**config.mk**
```make
export PLATFORM = sky130hd
export DESIGN_NAME = axi_wr_arb_2to1
export DESIGN_NICKNAME = d
export VERILOG_FILES = /design/src/rtl/axi_wr_arb_2to1.sv
export SDC_FILE = /design/constraint.sdc
export NUM_CORES = 1
export LEC_CHECK = 0
export CAP_MARGIN = 5
export CORE_ASPECT_RATIO = 0.8
export CORE_MARGIN = 10
export CORE_UTILIZATION = 53
export CTS_CLUSTER_SIZE = 12
export DETAILED_ROUTE_END_ITERATION = 10
export PLACE_DENSITY_LB_ADDON = 0.25
export SKIP_CTS_REPAIR_TIMING = 1
export SLEW_MARGIN = 25
export SYNTH_ARGS = -nofsm -noshare
export SYNTH_HDL_FRONTEND = slang
export SYNTH_SLANG_ARGS = --single-unit
```
**constraint.sdc**
```tcl
create_clock -name clk -period 2.4 [get_ports clk]
set_clock_uncertainty 0.1 [all_clocks]
set_input_delay 0.6 -clock clk [delete_from_list [all_inputs] [get_ports clk]]
set_output_delay 0.6 -clock clk [all_outputs]
set_load 0.1 [all_outputs]
```
**src/rtl/axi_wr_arb_2to1.sv**
```systemverilog
// ---------------------------------------------------------------------------
// axi_wr_arb_2to1
//
// Burst-granular round-robin arbiter driving the select of a 2:1 AXI4 write
// mux that shares one memory write port between two writers. AW, W and B
// traffic is observed on the shared master side. The select only changes
// once no write burst data is in flight. The AW gate (aw_en) throttles the
// current owner at hand-over and bounds the number of outstanding bursts.
//
// Parameters
//   C_MAX_BURSTS       AW bursts granted per tenure before forced hand-over (>=1)
//   C_MAX_OUTSTANDING  AW accepted whose W last has not yet completed (>=1)
//
// Ports
//   clk          clock
//   rst          asynchronous active-high reset
//   s00_awvalid  requester 0 AW valid (also its request)
//   s01_awvalid  requester 1 AW valid (also its request)
//   m_awready    shared master AW ready
//   m_wvalid     shared master W valid
//   m_wready     shared master W ready
//   m_wlast      shared master W last
//   m_bvalid     shared master B valid (bready tied high)
//   sel          registered mux select, 0 = s00, 1 = s01
//   aw_en        registered AW gate, ANDed into muxed awvalid/awready
//   busy         arbiter is not idle
//   err          sticky protocol error (W last or B without a pending burst)
//
// Build option
//   AXI_WR_ARB_BRESP_WAIT_EN  when defined, B responses are counted and the
//                             hand-over also waits for all outstanding B, so
//                             every B reaches the requester that issued it.
// ---------------------------------------------------------------------------
module axi_wr_arb_2to1 #(
   parameter int C_MAX_BURSTS      = 16,
   parameter int C_MAX_OUTSTANDING = 8
) (
   input  logic clk,
   input  logic rst,
   input  logic s00_awvalid,
   input  logic s01_awvalid,
   input  logic m_awready,
   input  logic m_wvalid,
   input  logic m_wready,
   input  logic m_wlast,
   input  logic m_bvalid,
   output logic sel,
   output logic aw_en,
   output logic busy,
   output logic err
);

   localparam int WP_W = $clog2(C_MAX_OUTSTANDING + 1);
   localparam int BC_W = $clog2(C_MAX_BURSTS + 1);

   localparam logic [WP_W-1:0] WP_MAX  = WP_W'(C_MAX_OUTSTANDING);
   localparam logic [BC_W-1:0] BC_LAST = BC_W'(C_MAX_BURSTS - 1);

   typedef enum logic [1:0] {
      ST_IDLE  = 2'd0,
      ST_GRANT = 2'd1,
      ST_DRAIN = 2'd2
   } state_t;

   state_t            state_q, state_d;
   logic              sel_q, sel_d;
   logic              last_sel_q, last_sel_d;
   logic              aw_en_q, aw_en_d;
   logic              err_q, err_d;
   logic [WP_W-1:0]   w_pend_q, w_pend_d;
   logic [BC_W-1:0]   burst_cnt_q, burst_cnt_d;

   logic              cur_req;
   logic              oth_req;
   logic              aw_hs;
   logic              w_hs;
   logic              w_err;
   logic              b_err;
   logic              b_idle;

   // Requests seen relative to the current owner.
   assign cur_req = sel_q ? s01_awvalid : s00_awvalid;
   assign oth_req = sel_q ? s00_awvalid : s01_awvalid;

   assign aw_hs = aw_en_q & cur_req & m_awready;
   assign w_hs  = m_wvalid & m_wready & m_wlast;

   // -----------------------------------------------------------------------
   // Bursts whose AW was accepted but whose W last has not completed.
   // A W last with nothing pending is a protocol violation: hold at zero
   // and flag it. AW and W last together cancel (a legal zero-latency
   // burst), so no error is raised in that case.
   // -----------------------------------------------------------------------
   always_comb begin
      w_pend_d = w_pend_q;
      w_err    = 1'b0;
      if (aw_hs && !w_hs) begin
         w_pend_d = w_pend_q + WP_W'(1);
      end else if (w_hs && !aw_hs) begin
         if (w_pend_q == '0) begin
            w_err = 1'b1;
         end else begin
            w_pend_d = w_pend_q - WP_W'(1);
         end
      end
   end

`ifdef AXI_WR_ARB_BRESP_WAIT_EN
   // -----------------------------------------------------------------------
   // Bursts whose data completed but whose B has not returned. Only
   // w_pend is bounded by aw_en, so this counter gets extra headroom and
   // saturates instead of wrapping if the slave stalls B for a long time.
   // -----------------------------------------------------------------------
   localparam int              BP_W   = WP_W + 2;
   localparam logic [BP_W-1:0] BP_MAX = '1;

   logic [BP_W-1:0] b_pend_q, b_pend_d;
   logic            b_hs;

   assign b_hs = m_bvalid;

   always_comb begin
      b_pend_d = b_pend_q;
      b_err    = 1'b0;
      if (w_hs && !b_hs) begin
         if (b_pend_q != BP_MAX) begin
            b_pend_d = b_pend_q + BP_W'(1);
         end
      end else if (b_hs && !w_hs) begin
         if (b_pend_q == '0) begin
            b_err = 1'b1;
         end else begin
            b_pend_d = b_pend_q - BP_W'(1);
         end
      end
   end

   assign b_idle = (b_pend_q == '0);

   always_ff @(posedge clk or posedge rst) begin
      if (rst) begin
         b_pend_q <= '0;
      end else begin
         b_pend_q <= b_pend_d;
      end
   end
`else
   // B is not part of the hand-over decision in this build.
   logic unused_bvalid;
   assign unused_bvalid = m_bvalid;
   assign b_err         = 1'b0;
   assign b_idle        = 1'b1;
`endif

   assign err_d = err_q | w_err | b_err;

   // -----------------------------------------------------------------------
   // Tenure state machine.
   // -----------------------------------------------------------------------
   always_comb begin
      state_d     = state_q;
      sel_d       = sel_q;
      last_sel_d  = last_sel_q;
      burst_cnt_d = burst_cnt_q;

      case (state_q)
         ST_IDLE: begin
            if (s00_awvalid || s01_awvalid) begin
               // On a tie the requester that did not own the last tenure wins.
               sel_d       = (s00_awvalid && s01_awvalid) ? ~last_sel_q : s01_awvalid;
               burst_cnt_d = '0;
               state_d     = ST_GRANT;
            end
         end

         ST_GRANT: begin
            if (aw_hs) begin
               burst_cnt_d = burst_cnt_q + BC_W'(1);
            end
            // Tenure ends on the last allowed burst, or when the owner goes
            // quiet while the other side waits. With nobody asking, the
            // owner keeps the port so a returning owner pays no bubble.
            if ((aw_hs && (burst_cnt_q == BC_LAST)) || (!cur_req && oth_req)) begin
               state_d = ST_DRAIN;
            end
         end

         ST_DRAIN: begin
            if ((w_pend_q == '0) && b_idle) begin
               last_sel_d = sel_q;
               state_d    = ST_IDLE;
            end
         end

         default: begin
            state_d = ST_IDLE;
         end
      endcase

      // Registered from the updated count, so the gate is already low in
      // the cycle that would otherwise exceed the outstanding limit.
      aw_en_d = (state_d == ST_GRANT) && (w_pend_d < WP_MAX);
   end

   always_ff @(posedge clk or posedge rst) begin
      if (rst) begin
         state_q     <= ST_IDLE;
         sel_q       <= 1'b0;
         last_sel_q  <= 1'b1;
         aw_en_q     <= 1'b0;
         err_q       <= 1'b0;
         w_pend_q    <= '0;
         burst_cnt_q <= '0;
      end else begin
         state_q     <= state_d;
         sel_q       <= sel_d;
         last_sel_q  <= last_sel_d;
         aw_en_q     <= aw_en_d;
         err_q       <= err_d;
         w_pend_q    <= w_pend_d;
         burst_cnt_q <= burst_cnt_d;
      end
   end

   assign sel   = sel_q;
   assign aw_en = aw_en_q;
   assign busy  = (state_q != ST_IDLE);
   assign err   = err_q;

endmodule

```
Word level (Yosys, flattened, before mapping):

Index checks and enable logic that the tools add are counted.

* output and inout port bits: 4
* input port bits: 9
* register bits: 15

* $add $sub $neg: 3
* reductions and logical operators: 18
* bitwise operators: 6
* eq/ne operators: 6
* magnitude comparators: 1
* mux-type cells: 16

Operators by type and width (count)
* 4-bit 2-to-1 mux: 3
* 5-bit 2-to-1 mux: 2
* 5-bit one-hot mux with 2 select lines: 1
* 1-bit logical AND: 6
* 1-bit 2-to-1 mux: 6
* 2-bit 2-to-1 mux: 3
* 2-bit one-hot mux with 3 select lines: 1
* 5-bit by 1-bit adder with 5-bit output, second input constant: 1
* 5-bit by 4-bit == test with 1-bit output, second input constant: 1
* 4-bit by 1-bit adder with 4-bit output, second input constant: 1
* 1-bit AND: 4
* 2-bit by 1-bit == test with 1-bit output, second input constant: 2
* 4-bit zero test: 1
* 4-bit less-than comparator, second input constant: 1
* 2-bit != test, second input constant: 2
* 2-bit AND reduction: 2
* 2-bit nonzero test: 2
* 4-bit by 1-bit subtractor with 4-bit output, second input constant: 1
* 1-bit zero test: 3
* 3-bit AND reduction: 1
* 2-bit == test, second input constant: 1
* 2-bit zero test: 1
* 1-bit logical OR: 2
* 1-bit inverter: 1
* 1-bit OR: 1

Longest topological paths before layout:

* depth in word-level cells: 9
* mapped depth: 8
* depth with buffers taken out: 7

Worst setup path after synthesis:

OpenSTA, ideal clock, no wires.

* path type: register -> register
* from: register sel_q, in the netlist sel
* to: register w_pend_q[3]
* arrival time: 2.580 ns
* stages on the path, launching flop included: 7
* buffers on the path: 0
* slack: -0.405 ns
* clock period less this slack: 2.805 ns
* data required time: 2.176 ns
* cells stage by stage: dfrtp_1 mux2_2 nand2_1 ha_1 or3b_1 o311a_1 or2_1

* longest elaborated chain between the ends: 7

RTL lines
* from (decl): line 66 `logic sel_q, sel_d;`
* from (signal assigned): line 216 `sel_q <= sel_d;`
* 1-bit 2-to-1 mux *: line 82 `assign cur_req = sel_q ? s01_awvalid : s00_awvalid;`
* 1-bit AND * (2 in a row): line 85 `assign aw_hs = aw_en_q & cur_req & m_awready;`
* 1-bit zero test: line 99 `end else if (w_hs && !aw_hs) begin`
* 1-bit logical AND: line 99
* 4-bit 2-to-1 mux: line 99
* 4-bit 2-to-1 mux *: line 97 `if (aw_hs && !w_hs) begin`
* via w_pend_d[3]: line 70 `logic [WP_W-1:0] w_pend_q, w_pend_d;`
* to (signal assigned): line 220 `w_pend_q <= w_pend_d;`
* to (decl): line 70

Mark *: on every way through the listed nets, which the timed path passes. The rest lies on a longest branch.
A chain may end at the register's enable or synchronous reset.

Worst setup path after layout:

* from: input port m_awready
* to: register w_pend_q[3]

* longest elaborated chain between the ends: 5

RTL lines
* from (decl): line 42 `input logic m_awready,`
* 1-bit AND *: line 85
* 1-bit zero test: line 99
* 1-bit logical AND: line 99
* 4-bit 2-to-1 mux: line 99
* 4-bit 2-to-1 mux *: line 97
* via w_pend_d[3]: line 70

Marked as above.

==> metrics <==
Final ANT Viol Nets 0; Yosys top cell by area dfrtp_1; max cap viols 0; sequential share of power 0.323; Comb pwr share 0.580; net load switching power 0.000759 W; Yosys top cell area share 0.369; cell count after synthesis slightly below 100; GRT Total Usage 0.117; Final Max Tran Viols 0; synthesized flop and latch total 15; Tcrit/Tclk final 0.973; Clock Pin Slew Worst Setup and Hold Paths roughly 90 ps; Power Total 0.00153 W; Util after Layout 0.750; worst r2r src sel; core area between 1500 and 2000 µm²; layout cell share with drive strength beyond 1 0.287; fin crit period 2340 ps; Crit path required time 2480 ps; die area 3900 µm²; Synth Area in Adders 0.0922; largest net degree at the start of global routing 16; measured slew at the worst slew-check pin 583 ps; CTS tree built; RSZ-0062 raised after global routing false; gp weighted congestion roughly 0.86; CP startpoint kind input port; Unique masters post-synth 41; Starting Density 0.572; die height 57.9 µm; I/O Buffers 11; Clk Latency, worst-skew pair around 290 ps; CP Class in2reg; fin cells 144; final hold violations 0; crit-path cells clkdlybuf4s50_1 -> and2_4 -> nand2_4 -> ha_4 -> or3b_4 -> o311a_4 -> or2_1; Post-synth top flop dfrtp_1; top post-synthesis cells by area dfrtp_1, ha_1, mux2_2; EDFF count, synth 0; synth cell count leaders dfrtp_1, ha_1, inv_1, a21oi_1, o21ai_0; outcome finished clean; vias in the first global route 856; WL per Instance roughly 16 µm; Max transition margin 0.611; DR vias/cell between 6 and 7; htree depth 1; I/O pins 13; Residual DRC 0; cts bufs inserted 3; Internal 0.000773 W; Clock Tree Buf Depth 2; Fillers 117; switching part of the total 0.495; CP Max Fanout 2; Worst Reg-to-Reg Cells 6; FFs w/ async S/R, synth 1.00; worst vdd ir 1.28 mV; CP max stage cell clkdlybuf4s50_1; Syn-to-layout area delta 31.0%; Fmax achieved about 430 MHz; Post-Route WL 2310 µm; final net count 139; gr ovfl total 0; post-synthesis instance area approximately 950 µm²; crit path launch m_awready; initial DRC count 16; ant diodes 0; register area share after synthesis 0.397; reg2reg end w_pend_q[3]; crit-path max cell delay between 400 and 500 ps; most common cell in the synthesized netlist dfrtp_1; PwrDens 1230 nW/µm²; LEAKAGE 0.595 nW; critical path endpoint category register; Core Rows 13; post-synthesis compound-gate area fraction 0.183; synth warn 0; Hold Path Class reg2reg; Die Wd between 60 and 70 µm; average size of a mapped cell 9.69 µm²; Placed Cells 140; main combinational cell family by area after synthesis simple AND/OR/NAND/NOR gates; mux cell area share after synthesis 0.0567; worst setup path endpoint w_pend_q[3]; first-pass GRT wire length 3590 µm; initial antenna violation count 0; DR pass1 iterations 4; WP data arrival 2420 ps; Synth Area in Simple Gates 0.235; R2R setup slack 130 ps; detailed placement HPWL around 1700 µm; Clk network pwr share 0.098; final setup fails 0; Mapped Nets approximately 110; root buffer cell clkbuf_4; Sink Count 15; XOR/XNOR Fraction of Synth Area 0; total number of vias 878
## worst max-delay path, delay by kind of cell
family | cells | cell delay, ps
buf+inv | 1 | 430
simple gates | 4 | 870
compound gates | 1 | 390
fa+ha+maj | 1 | 130
## kinds of logic (layout without fill, tap and decap cells)
group                      Yosys count  after routing
buffers and inverters                9             33
AOI/OAI and AO/OA                   26             26
and+or+nand+nor                     36             36
muxes                                5              5
DFF                                 15             15
adders and majority gates            7              7
## power by group through the flow
stage,Combinational (W),Clock [W],Sequential [W]
floorplan,0.000453,0,0.000612
global placement,0.000822,0,0.000477
detailed placement,0.000847,0,0.000488
CTS,0.000852,0.000150,0.000483
global route,0.000955,0.000165,0.000507
finish,0.000888,0.000150,0.000495
## flip-flops by register name, summed over array words and instances, names as in the netlist
name / count
aw_en: 1
burst_cnt_q: 5
err: 1
last_sel_q: 1
sel: 1
state_q: 2
w_pend_q: 4
## metrics by stage
step | hold WS (ps) | worst slack, ps | instance area [µm²] | TNS [ps]
3_3_place_gp | 343 | -278 | 1170 | -924
2_1_floorplan | 378 | 39.5 | 958 | 0
6_report | 383 | 63.8 | 1240 | 0
4_1_cts | 385 | -41.2 | 1200 | -44.1
5_1_grt | 395 | 24.9 | 1240 | 0
3_5_place_dp | 362 | -348 | 1170 | -1170
## worst min path at each step
stage                        start  cells after the start  slack, ps        endpoint
finish                         err                      1        380             err
global route                   err                      1        400             err
CTS                            err                      1        380             err
detailed placement             err                      1        360             err
global placement               err                      1        340             err
floorplan           burst_cnt_q[0]                      1        380  burst_cnt_q[0]
## area by class of cell
type / count / area, µm² / area share
multi-input combinational: 74 / 581 / 0.467
sequential: 15 / 382 / 0.307
timing repair buffer: 22 / 200 / 0.161
tap: 22 / 27.5 / 0.0221
inverter: 7 / 26.3 / 0.0211
clock buffer: 3 / 22.5 / 0.0181
clock inverter: 1 / 5.00 / 0.00402
## per-layer routing
layer  track usage  up-vias  share of wire
li1              -      419              -
met1         0.136      428           0.42
met2         0.195       25           0.50
met3        0.0422        6          0.051
met4        0.0380        0          0.026
met5             0        -              0
## layout by cell type (no fill, tap or decap), types with 2 or more instances in the layout
| cell type | count |
|---|---|
| buf_4 | 14 |
| dfrtp_1 | 12 |
| inv_1 | 7 |
| a21oi_1 | 6 |
| o21ai_0 | 5 |
| ha_1 | 5 |
| clkdlybuf4s50_1 | 5 |
| nor2_1 | 4 |
| a31oi_1 | 4 |
| nand3_1 | 4 |
| nand2_1 | 3 |
| nor2b_1 | 3 |
| clkbuf_4 | 3 |
| mux2i_1 | 2 |
| nor3_1 | 2 |
| nor3b_1 | 2 |
| mux2_2 | 2 |
| or2_2 | 2 |
| a211o_1 | 2 |
| dlymetal6s2s_1 | 2 |
(Power assumes the default switching activity.)
